### config.mk
export PLATFORM = sky130hd
export DESIGN_NAME = slice_stage_sequencer_flat
export DESIGN_NICKNAME = d
export VERILOG_FILES = /design/src/rtl/slice_stage_sequencer_if.sv /design/src/rtl/slice_stage_sequencer.sv /design/src/flat_wrapper.sv
export SDC_FILE = /design/constraint.sdc
export NUM_CORES = 1
export LEC_CHECK = 0
export BUFFER_PORTS_ARGS = -buffer_cell sky130_fd_sc_hd__buf_2
export CAP_MARGIN = 20
export CELL_PAD_IN_SITES_DETAIL_PLACEMENT = 1
export CELL_PAD_IN_SITES_GLOBAL_PLACEMENT = 1
export CORE_ASPECT_RATIO = 1.2
export CORE_MARGIN = 8
export CORE_UTILIZATION = 50
export CTS_CLUSTER_DIAMETER = 100
export DETAILED_ROUTE_END_ITERATION = 8
export MAX_ROUTING_LAYER = met4
export PLACE_DENSITY_LB_ADDON = 0.05
export SYNTH_ARGS = -nofsm -noshare
export SYNTH_HDL_FRONTEND = slang
export SYNTH_SLANG_ARGS = --single-unit
export TNS_END_PERCENT = 10
### constraint.sdc
create_clock -name clock -period 17.7 [get_ports clock]
set_clock_uncertainty 0.05 [all_clocks]
set_input_delay 1.77 -clock clock [delete_from_list [all_inputs] [get_ports clock]]
set_output_delay 1.77 -clock clock [all_outputs]
set_load 0.02 [all_outputs]
### src/rtl/slice_stage_sequencer_if.sv
// rtl/slice_stage_sequencer_if.sv - scheduler-facing and stage-control bundle for slice_stage_sequencer
interface slice_stage_sequencer_if #(
    parameter int BLK_W = 8,
    parameter int CNT_W = 16
) ();
    logic             slice_start;
    logic [BLK_W-1:0] block_num;
    logic             busy;
    logic             done;
    logic             start_err;
    logic             param_err;
    logic [CNT_W-1:0] sequence_counter;
    logic             dc_vlc_reset_n;
    logic             dc_vlc_output_enable;
    logic [CNT_W-1:0] dc_vlc_counter;
    logic             ac_vlc_reset_n;
    logic             ac_vlc_output_enable;
    logic             ac_vlc_output_flush;
    logic [CNT_W-1:0] ac_vlc_counter;

    modport master (
        output slice_start, block_num,
        input  busy, done, start_err, param_err, sequence_counter,
        input  dc_vlc_reset_n, dc_vlc_output_enable, dc_vlc_counter,
        input  ac_vlc_reset_n, ac_vlc_output_enable, ac_vlc_output_flush, ac_vlc_counter
    );

    modport slave (
        input  slice_start, block_num,
        output busy, done, start_err, param_err, sequence_counter,
        output dc_vlc_reset_n, dc_vlc_output_enable, dc_vlc_counter,
        output ac_vlc_reset_n, ac_vlc_output_enable, ac_vlc_output_flush, ac_vlc_counter
    );
endinterface

### src/rtl/slice_stage_sequencer.sv
// rtl/slice_stage_sequencer.sv - per-slice DCT/DC VLC/AC VLC control sequencer
// Optional one-entry start queue: define SEQ_START_QUEUE_EN.
module slice_stage_sequencer #(
    parameter int DCT_LATENCY    = 12,
    parameter int DC_VLC_LATENCY = 44,
    parameter int BLK_W          = 8,
    parameter int MAX_BLOCKS     = 8,
    parameter int CNT_W          = 16
) (
    input  logic                  clock,
    input  logic                  reset_n,
    slice_stage_sequencer_if.slave bus
);
    typedef enum logic [1:0] {IDLE, RUN, DONE} state_t;

    localparam logic [CNT_W-1:0] DCT_L = CNT_W'(DCT_LATENCY);
    localparam logic [CNT_W-1:0] DCV_L = CNT_W'(DC_VLC_LATENCY);
    localparam logic [CNT_W-1:0] K63   = CNT_W'(63);
    localparam logic [BLK_W-1:0] MAX_N = BLK_W'(MAX_BLOCKS);

    state_t           state_q, state_d;
    logic [CNT_W-1:0] cnt_q, cnt_d;
    logic [BLK_W-1:0] n_q, n_d;
    logic             busy_q, busy_d;
    logic             done_q, done_d;
    logic             start_err_q, start_err_d;
    logic             param_err_q, param_err_d;
    logic             dc_rst_q, dc_rst_d;
    logic             dc_oe_q, dc_oe_d;
    logic             ac_rst_q, ac_rst_d;
    logic             ac_oe_q, ac_oe_d;
    logic             flush_q, flush_d;
`ifdef SEQ_START_QUEUE_EN
    logic             pend_q, pend_d;
    logic [BLK_W-1:0] pend_n_q, pend_n_d;
`endif

    logic             start_legal;
    logic [CNT_W-1:0] n_ext_q, t1_q, t2_q, e_q;
    logic [CNT_W-1:0] n_ext_d, t1_d, t2_d, ac_end_d;
    logic             run_d;

    assign start_legal = (bus.block_num != '0) && (bus.block_num <= MAX_N);

    // Window bases for the slice currently held, and for the one about to be shown.
    assign n_ext_q  = CNT_W'(n_q);
    assign t1_q     = DCT_L + n_ext_q;
    assign t2_q     = t1_q + DCV_L;
    assign e_q      = t2_q + K63 * n_ext_q + CNT_W'(8);
    assign n_ext_d  = CNT_W'(n_d);
    assign t1_d     = DCT_L + n_ext_d;
    assign t2_d     = t1_d + DCV_L;
    assign ac_end_d = t2_d + K63 * n_ext_d;

    always_comb begin
        state_d     = state_q;
        cnt_d       = cnt_q;
        n_d         = n_q;
        start_err_d = 1'b0;
        param_err_d = 1'b0;
`ifdef SEQ_START_QUEUE_EN
        pend_d      = pend_q;
        pend_n_d    = pend_n_q;
`endif
        unique case (state_q)
            IDLE: begin
                cnt_d = '0;
                if (bus.slice_start) begin
                    if (start_legal) begin
                        state_d = RUN;
                        n_d     = bus.block_num;
                    end else begin
                        param_err_d = 1'b1;
                    end
                end
            end
            RUN: begin
                if (cnt_q == e_q) state_d = DONE;
                else              cnt_d   = cnt_q + CNT_W'(1);
            end
            DONE: begin
                state_d = IDLE;
                cnt_d   = '0;
            end
            default: state_d = IDLE;
        endcase

        if (state_q != IDLE && bus.slice_start) begin
`ifdef SEQ_START_QUEUE_EN
            if (!start_legal) begin
                param_err_d = 1'b1;
            end else if (!pend_q) begin
                pend_d   = 1'b1;
                pend_n_d = bus.block_num;
            end else begin
                start_err_d = 1'b1;
            end
`else
            start_err_d = 1'b1;
`endif
        end

`ifdef SEQ_START_QUEUE_EN
        // A slot filled before or during DONE launches straight into RUN.
        if (state_q == DONE && pend_d) begin
            state_d = RUN;
            n_d     = pend_n_d;
            pend_d  = 1'b0;
        end
`endif
    end

    // Windows are decoded from the next counter so the registered outputs line up with it.
    always_comb begin
        run_d    = (state_d == RUN);
        busy_d   = (state_d != IDLE);
        done_d   = (state_d == DONE);
        dc_rst_d = run_d && (cnt_d >= t1_d + CNT_W'(2)) && (cnt_d <= t1_d + n_ext_d + CNT_W'(8));
        dc_oe_d  = run_d && (cnt_d >= t1_d + CNT_W'(8)) && (cnt_d <= t1_d + n_ext_d + CNT_W'(7));
        ac_rst_d = run_d && (cnt_d >= t2_d + CNT_W'(2)) && (cnt_d <= ac_end_d + CNT_W'(8));
        ac_oe_d  = run_d && (cnt_d >= t2_d + CNT_W'(7)) && (cnt_d <= ac_end_d + CNT_W'(6));
        flush_d  = run_d && (cnt_d == ac_end_d + CNT_W'(7));
    end

    always_ff @(posedge clock or negedge reset_n) begin
        if (!reset_n) begin
            state_q     <= IDLE;
            cnt_q       <= '0;
            n_q         <= '0;
            busy_q      <= 1'b0;
            done_q      <= 1'b0;
            start_err_q <= 1'b0;
            param_err_q <= 1'b0;
            dc_rst_q    <= 1'b0;
            dc_oe_q     <= 1'b0;
            ac_rst_q    <= 1'b0;
            ac_oe_q     <= 1'b0;
            flush_q     <= 1'b0;
        end else begin
            state_q     <= state_d;
            cnt_q       <= cnt_d;
            n_q         <= n_d;
            busy_q      <= busy_d;
            done_q      <= done_d;
            start_err_q <= start_err_d;
            param_err_q <= param_err_d;
            dc_rst_q    <= dc_rst_d;
            dc_oe_q     <= dc_oe_d;
            ac_rst_q    <= ac_rst_d;
            ac_oe_q     <= ac_oe_d;
            flush_q     <= flush_d;
        end
    end

`ifdef SEQ_START_QUEUE_EN
    always_ff @(posedge clock or negedge reset_n) begin
        if (!reset_n) begin
            pend_q   <= 1'b0;
            pend_n_q <= '0;
        end else begin
            pend_q   <= pend_d;
            pend_n_q <= pend_n_d;
        end
    end
`endif

    assign bus.busy                 = busy_q;
    assign bus.done                 = done_q;
    assign bus.start_err            = start_err_q;
    assign bus.param_err            = param_err_q;
    assign bus.sequence_counter     = cnt_q;
    assign bus.dc_vlc_reset_n       = dc_rst_q;
    assign bus.dc_vlc_output_enable = dc_oe_q;
    assign bus.ac_vlc_reset_n       = ac_rst_q;
    assign bus.ac_vlc_output_enable = ac_oe_q;
    assign bus.ac_vlc_output_flush  = flush_q;
    // Stage counters read zero outside RUN so the reset state is all-zero.
    assign bus.dc_vlc_counter = (state_q == RUN) ? cnt_q - (t1_q + CNT_W'(1)) : '0;
    assign bus.ac_vlc_counter = (state_q == RUN) ? cnt_q - (t2_q + CNT_W'(1)) : '0;
endmodule

### src/flat_wrapper.sv
// flat-port wrapper written by rule: the top's interface ports become plain ports
module slice_stage_sequencer_flat 
#(
    parameter int DCT_LATENCY    = 12,
    parameter int DC_VLC_LATENCY = 44,
    parameter int BLK_W          = 8,
    parameter int MAX_BLOCKS     = 8,
    parameter int CNT_W          = 16
)
  (clock, reset_n, bus_slice_start, bus_block_num, bus_busy, bus_done, bus_start_err, bus_param_err, bus_sequence_counter, bus_dc_vlc_reset_n, bus_dc_vlc_output_enable, bus_dc_vlc_counter, bus_ac_vlc_reset_n, bus_ac_vlc_output_enable, bus_ac_vlc_output_flush, bus_ac_vlc_counter);
  slice_stage_sequencer_if #(.BLK_W(BLK_W), .CNT_W(CNT_W)) bus_i ();
  input  logic clock;
  input  logic reset_n;
  input wire logic [$bits(bus_i.slice_start)-1:0] bus_slice_start;
  input wire logic [$bits(bus_i.block_num)-1:0] bus_block_num;
  output wire logic [$bits(bus_i.busy)-1:0] bus_busy;
  output wire logic [$bits(bus_i.done)-1:0] bus_done;
  output wire logic [$bits(bus_i.start_err)-1:0] bus_start_err;
  output wire logic [$bits(bus_i.param_err)-1:0] bus_param_err;
  output wire logic [$bits(bus_i.sequence_counter)-1:0] bus_sequence_counter;
  output wire logic [$bits(bus_i.dc_vlc_reset_n)-1:0] bus_dc_vlc_reset_n;
  output wire logic [$bits(bus_i.dc_vlc_output_enable)-1:0] bus_dc_vlc_output_enable;
  output wire logic [$bits(bus_i.dc_vlc_counter)-1:0] bus_dc_vlc_counter;
  output wire logic [$bits(bus_i.ac_vlc_reset_n)-1:0] bus_ac_vlc_reset_n;
  output wire logic [$bits(bus_i.ac_vlc_output_enable)-1:0] bus_ac_vlc_output_enable;
  output wire logic [$bits(bus_i.ac_vlc_output_flush)-1:0] bus_ac_vlc_output_flush;
  output wire logic [$bits(bus_i.ac_vlc_counter)-1:0] bus_ac_vlc_counter;
  assign bus_i.slice_start = bus_slice_start;
  assign bus_i.block_num = bus_block_num;
  assign bus_busy = bus_i.busy;
  assign bus_done = bus_i.done;
  assign bus_start_err = bus_i.start_err;
  assign bus_param_err = bus_i.param_err;
  assign bus_sequence_counter = bus_i.sequence_counter;
  assign bus_dc_vlc_reset_n = bus_i.dc_vlc_reset_n;
  assign bus_dc_vlc_output_enable = bus_i.dc_vlc_output_enable;
  assign bus_dc_vlc_counter = bus_i.dc_vlc_counter;
  assign bus_ac_vlc_reset_n = bus_i.ac_vlc_reset_n;
  assign bus_ac_vlc_output_enable = bus_i.ac_vlc_output_enable;
  assign bus_ac_vlc_output_flush = bus_i.ac_vlc_output_flush;
  assign bus_ac_vlc_counter = bus_i.ac_vlc_counter;
  slice_stage_sequencer #(.DCT_LATENCY(DCT_LATENCY), .DC_VLC_LATENCY(DC_VLC_LATENCY), .BLK_W(BLK_W), .MAX_BLOCKS(MAX_BLOCKS), .CNT_W(CNT_W)) u_core (.clock(clock), .reset_n(reset_n), .bus(bus_i));
endmodule
* Word level (Yosys, flattened, before mapping)
Cells that the tools add are included.
** Operators by class
- Add/subtract/negate cells :: 22
- Multiply operators :: 2
- Div/mod/pow operators :: 0
- Order comparisons :: 9
- Equal/unequal tests :: 6
- Shifts and indexed selects :: 0
- Muxes and demuxes :: 15
- Bitwise logic cells :: 0
- Reductions and logical operators :: 16
** Operator list (number)
- $add 16x3->16 const B :: 4
- $add 16x4->16 const B :: 4
- $ge 16x16->1 :: 4
- $le 16x16->1 :: 4
- $add 16x1->16 const B :: 3
- $mux 16 :: 3
- $add 16x16->16 :: 2
- $add 16x2->16 const B :: 2
- $add 16x6->16 const B :: 2
- $eq 16x16->1 :: 2
- $pmux 16 s2 :: 1
- $sub 16x16->16 :: 2
- $mul 6x8->14 const A :: 2
- $mux 8 :: 3
- $add 4x8->9 const A :: 2
- $add 16x8->16 :: 1
- $logic_and 1x1->1 :: 11
- $le 8x4->1 const B :: 1
- $reduce_bool 8->1 :: 1
- $mux 2 :: 3
- $eq 2x1->1 const B :: 2
- $eq 2x2->1 const B :: 2
- $mux 1 :: 4
- $pmux 2 s2 :: 1
- other kinds (3) :: 4
** Storage, ports and cells
- Bits in registers :: 35
- Latch bits :: 0
- Memory bits (writable) :: 0
- ROM bits :: 0
- Input port bits :: 11
- Output and inout bits :: 57
- Word-level logic and storage cells :: 82
- Memories kept :: 0

* Depth between registers and ports, before layout
- Word-level depth :: 11
- Mapped depth :: 37
- Depth with buffers taken out :: 36

* Worst setup path after synthesis
Ideal clock, no wire load.
- Kind :: input port to flip-flop
- From :: input port bus_block_num[1]
- To :: register u_core.ac_oe_q (netlist: u_core.bus.ac_vlc_output_enable)
- Setup time :: 0.094 ns
- Data arrival time :: 9.596 ns
- Required time :: 17.556 ns
- Slack :: 7.960 ns
- Stages :: 31
- Path buffers :: 1
- Path through :: or4_1 -> nand4b_4 -> clkbuf_1 -> mux2i_1 -> inv_1 -> fa_1 -> inv_1 -> fa_1 -> fa_1 -> inv_1 -> ha_1 -> a21oi_1 -> xnor2_1 -> ha_1 -> a21o_1 -> or4_1 -> o32a_1 -> a21o_1 -> a21oi_1 -> xnor2_1 -> and3_1 -> nand3_1 -> nor3_1 -> xnor2_1 -> ha_1 -> a21o_1 -> a21o_1 -> a21oi_1 -> o221ai_1 -> a21o_1 -> a211oi_1
** On the way
- Word-level cells in the longest chain between the ends :: 11
- Elaborated cells between the ends (all ways) :: 20
- Classes of those cells :: 5 x add/sub; 1 x mul; 3 x order compare; 1 x eq/ne; 6 x mux; 4 x reduce/logical
** Ends and longest elaborated chain
- from (decl) :: line flat_wrapper.sv:15 : input wire logic [$bits(bus_i.block_num)-1:0] bus_block_num;
- $le 8x4->1 or $reduce_bool 8->1 (tied branches) :: line slice_stage_sequencer.sv:43 : assign start_legal = (bus.block_num != '0) && (bus.block_num <= MAX_N);
- $logic_and 1x1->1 * :: line slice_stage_sequencer.sv:43
- $mux 8 * :: line slice_stage_sequencer.sv:69 : if (start_legal) begin
- $mux 8 * :: line slice_stage_sequencer.sv:68 : if (bus.slice_start) begin
- $mux 8 * :: line slice_stage_sequencer.sv:65 : unique case (state_q)
- net u_core.n_d[3] :: line slice_stage_sequencer.sv:23 : logic [BLK_W-1:0] n_q, n_d;
- $add 4x8->9 :: line slice_stage_sequencer.sv:51 : assign t1_d = DCT_L + n_ext_d;
- $add 16x6->16 :: line slice_stage_sequencer.sv:52 : assign t2_d = t1_d + DCV_L;
- $add 16x16->16 or $add 16x3->16 (tied branches) :: line slice_stage_sequencer.sv:53, slice_stage_sequencer.sv:121
- $add 16x3->16 or $ge 16x16->1 (tied branches) :: line slice_stage_sequencer.sv:121 : ac_oe_d = run_d && (cnt_d >= t2_d + CNT_W'(7)) && (cnt_d <= ac_end_d + CNT_W'(6));
- $le 16x16->1 or $logic_and 1x1->1 (tied branches) :: line slice_stage_sequencer.sv:121
- $logic_and 1x1->1 * :: line slice_stage_sequencer.sv:121
- net u_core.ac_oe_d :: line slice_stage_sequencer.sv:31 : logic ac_oe_q, ac_oe_d;
- to (signal assigned) :: line slice_stage_sequencer.sv:150 : ac_oe_q <= ac_oe_d;
- to (decl) :: line slice_stage_sequencer.sv:31
Mark *: on every way through the listed nets, which the timed path passes. The rest lies on a longest branch.

* Worst setup path in the final report
- From :: input port bus_block_num[5]
- To :: register u_core.ac_oe_q (netlist: u_core.bus.ac_vlc_output_enable)
Same word-level chain as after synthesis.

==> metrics.cfg <==
[min_path]
hold_depth=1
hold_path_end=u_core.bus.start_err
hp-class=reg -> reg
hp-start=u_core.state_q[1]

[synth]
synth_cells=1185
synth_area_um2=9720
avgSynthCellArea_um2=8.20
synth_cell_type_count=72
ys_seq_elements=35
synthArstFlopShare=1.00
ys.warnings.count=0
synth_largest_area_cell=ha_1
synth-edff-count=0
synthTopCellsByArea=ha_1 27%, dfrtp_1 9.0%, xnor2_1 8.9%
ys.flop_type=dfrtp_1
synth_top_area_frac=0.272
ys_seq_area_frac=0.0901

[critical_path]
cp_common_cell=a21o_1
worstPathMaxFanout=19
start_kind=input port
cp-end-kind=flop
critPathRequiredTime_ns=17.84
cp_slowest_cell=mux2i_2
critPathArrivalTime_ns=10.41
rrSetupSlack_ns=7.89
slowest_delay_ns=0.78
reg2regPathDepth=34
r2r-end=u_core.bus.dc_vlc_reset_n
critPathKind=in -> reg
r2r-start=u_core.n_q[4]

[route]
drt-total-wl_um=29500
drt_iter0_markers=193
vias_per_cell=5.76
wl_per_cell_um=19.6
num_vias=8699
dr.pass1.iters=4
remaining_drc_errors=0
ant_nets=0

[finish]
drive_above_1_share=0.0817
fin_nets=1509
diodes=0
syn2layout_area_growth_pct=8.65
final_core_util=0.546

[sta]
fmax_mhz=97.4
period_minus_slack_ns=10.27
finalSetupTns_ns=0
slew-limit-headroom=0.310
setup_violations=0
hold_viol=0
timing.final.crit_share=0.580
rsz0062_at_grt=false
worst_pin_slew_ns=1.03
slew_viol_final=0

[clocking]
post_cts_buffers=0
cts_sinks=35
cts_buffers=5
clk_pin_slew_worst_paths_ns=0.06
hold_buffers=0
h-tree-depth=2
cts_tree=yes
cts_buffer_depth=2
cts-root-buf=clkbuf_16
post_cts_resize_count=0
clk-insertion-delay-late_ns=0.29

[die]
die_h_um=169
die_area_um2=24200
core_um2=19300
die_w_um=143
ios=68
rows=56
initial_core_util=0.503

[global_routing]
grt_use_total=0.260
grt_max_degree=36
grt-ovfl-total=0
grt_pass1_wl_um=48800
antenna_found_initial=0
first_global_vias=9522

[run]
max_cap_viol_count=0

[placed_design]
detailed_place_hpwl_um=24700
io_buffers=67
finalWeightedCongestion=0.908

[status]
outcome=finished, final reports clean

## metrics by stage
stage / worst slack [ns] / hold slack, ns / instances / cell area (um^2)
after global routing: 6.81 / 0.738 / 1510 / 10600
after global placement: 7.46 / 0.678 / 1501 / 10400
after CTS: 7.46 / 0.699 / 1509 / 10500
after floorplan: 7.96 / 0.475 / 1189 / 9730
final: 7.43 / 0.703 / 1510 / 10600
after detailed placement: 7.21 / 0.688 / 1501 / 10400
## cell usage in the layout (no fill, tap or decap), types with 33 or more instances in the layout
cell type,count
a21o_1,33
a21oi_1,63
buf_2,67
dfrtp_1,35
fa_1,39
ha_1,211
inv_1,129
nand2_1,63
nand3_1,34
nor2_1,100
o21ai_0,44
xnor2_1,99
xor2_1,65
## routing by layer
| layer | vias up | part of all wire | track usage |
|---|---|---|---|
| li1 | 4192 | - | - |
| met1 | 4338 | 0.41 | 0.276 |
| met2 | 108 | 0.53 | 0.486 |
| met3 | 61 | 0.013 | 0.0101 |
| met4 | 0 | 0.047 | 0.120 |
| met5 | - | 0 | - |
## synth_stat cells, types with 3 or more instances
library cell	number
xnor2_1	99
dfrtp_1	35
inv_1	129
ha_1	211
mux2i_1	6
o31a_1	4
and3_1	12
nand3_1	34
nor4_1	9
a2111oi_0	3
a31oi_1	7
o21bai_1	9
a21boi_0	6
and2_1	5
o21ai_0	44
nor3_1	19
nor2_1	100
o21a_1	24
clkbuf_1	16
nand2b_1	22
nand3b_1	7
a21oi_1	63
a21o_1	33
fa_1	39
mux2_2	3
or4_1	7
xor2_1	65
or3_1	4
a211oi_1	8
buf_2	5
nor2b_1	25
o31ai_1	3
nand2_1	63
nand4_1	17
## worst max-delay path, delay by kind of cell
family | cells | cell delay [ns]
AO/OA/AOI/OAI | 11 | 2.18
adder cells (fa/ha/maj) | 6 | 2.55
buffers and inverters | 4 | 0.50
XOR/XNOR | 3 | 0.54
AND/OR/NAND/NOR | 6 | 2.07
multiplexers | 1 | 0.78
## registers in the layout, indices dropped and copies added, names as in the netlist
register,cells
u_core.n_q,8
u_core.bus.busy,1
u_core.bus.ac_vlc_output_flush,1
u_core.bus.dc_vlc_reset_n,1
u_core.bus.ac_vlc_output_enable,1
u_core.bus.param_err,1
u_core.bus.sequence_counter,16
u_core.bus.done,1
u_core.state_q,2
u_core.bus.dc_vlc_output_enable,1
u_core.bus.start_err,1
u_core.bus.ac_vlc_reset_n,1
## how the worst max path moves through the flow
stage | startpoint | end | slack, ns | cells after the start
after global placement | bus_block_num[5] | u_core.bus.ac_vlc_output_enable | 7.46 | 31
after detailed placement | bus_block_num[5] | u_core.bus.ac_vlc_output_enable | 7.21 | 31
after floorplan | bus_block_num[1] | u_core.bus.ac_vlc_output_enable | 7.96 | 31
after CTS | bus_block_num[5] | u_core.bus.ac_vlc_output_enable | 7.46 | 31
after global routing | bus_block_num[5] | u_core.bus.ac_vlc_output_enable | 6.81 | 31
final | bus_block_num[5] | u_core.bus.ac_vlc_output_enable | 7.43 | 31
## kinds of logic (layout without fill, tap and decap cells)
logic type,Yosys count,after routing,share of synthesized area
AOI/OAI and AO/OA,231,231,0.160
DFF,35,35,0.0901
muxes,11,11,0.0126
buffers and inverters,156,216,0.0617
other,1,5,0.000386
adders and majority gates,250,250,0.352
and+or+nand+nor,337,337,0.176
xor gates and xnor gates,164,164,0.148
## final cells by class
type,instances,area (um^2)
inverter,131,492
clock buffer,6,129
clock inverter,2,60.1
fill,2425,8780
timing repair buffer,77,418
sequential,35,876
multi-input combinational,998,8260
tap,261,327
Power is left out: the tool's default activity adds up to more than one toggle a clock period on the data nets, which glitch-free logic cannot reach.
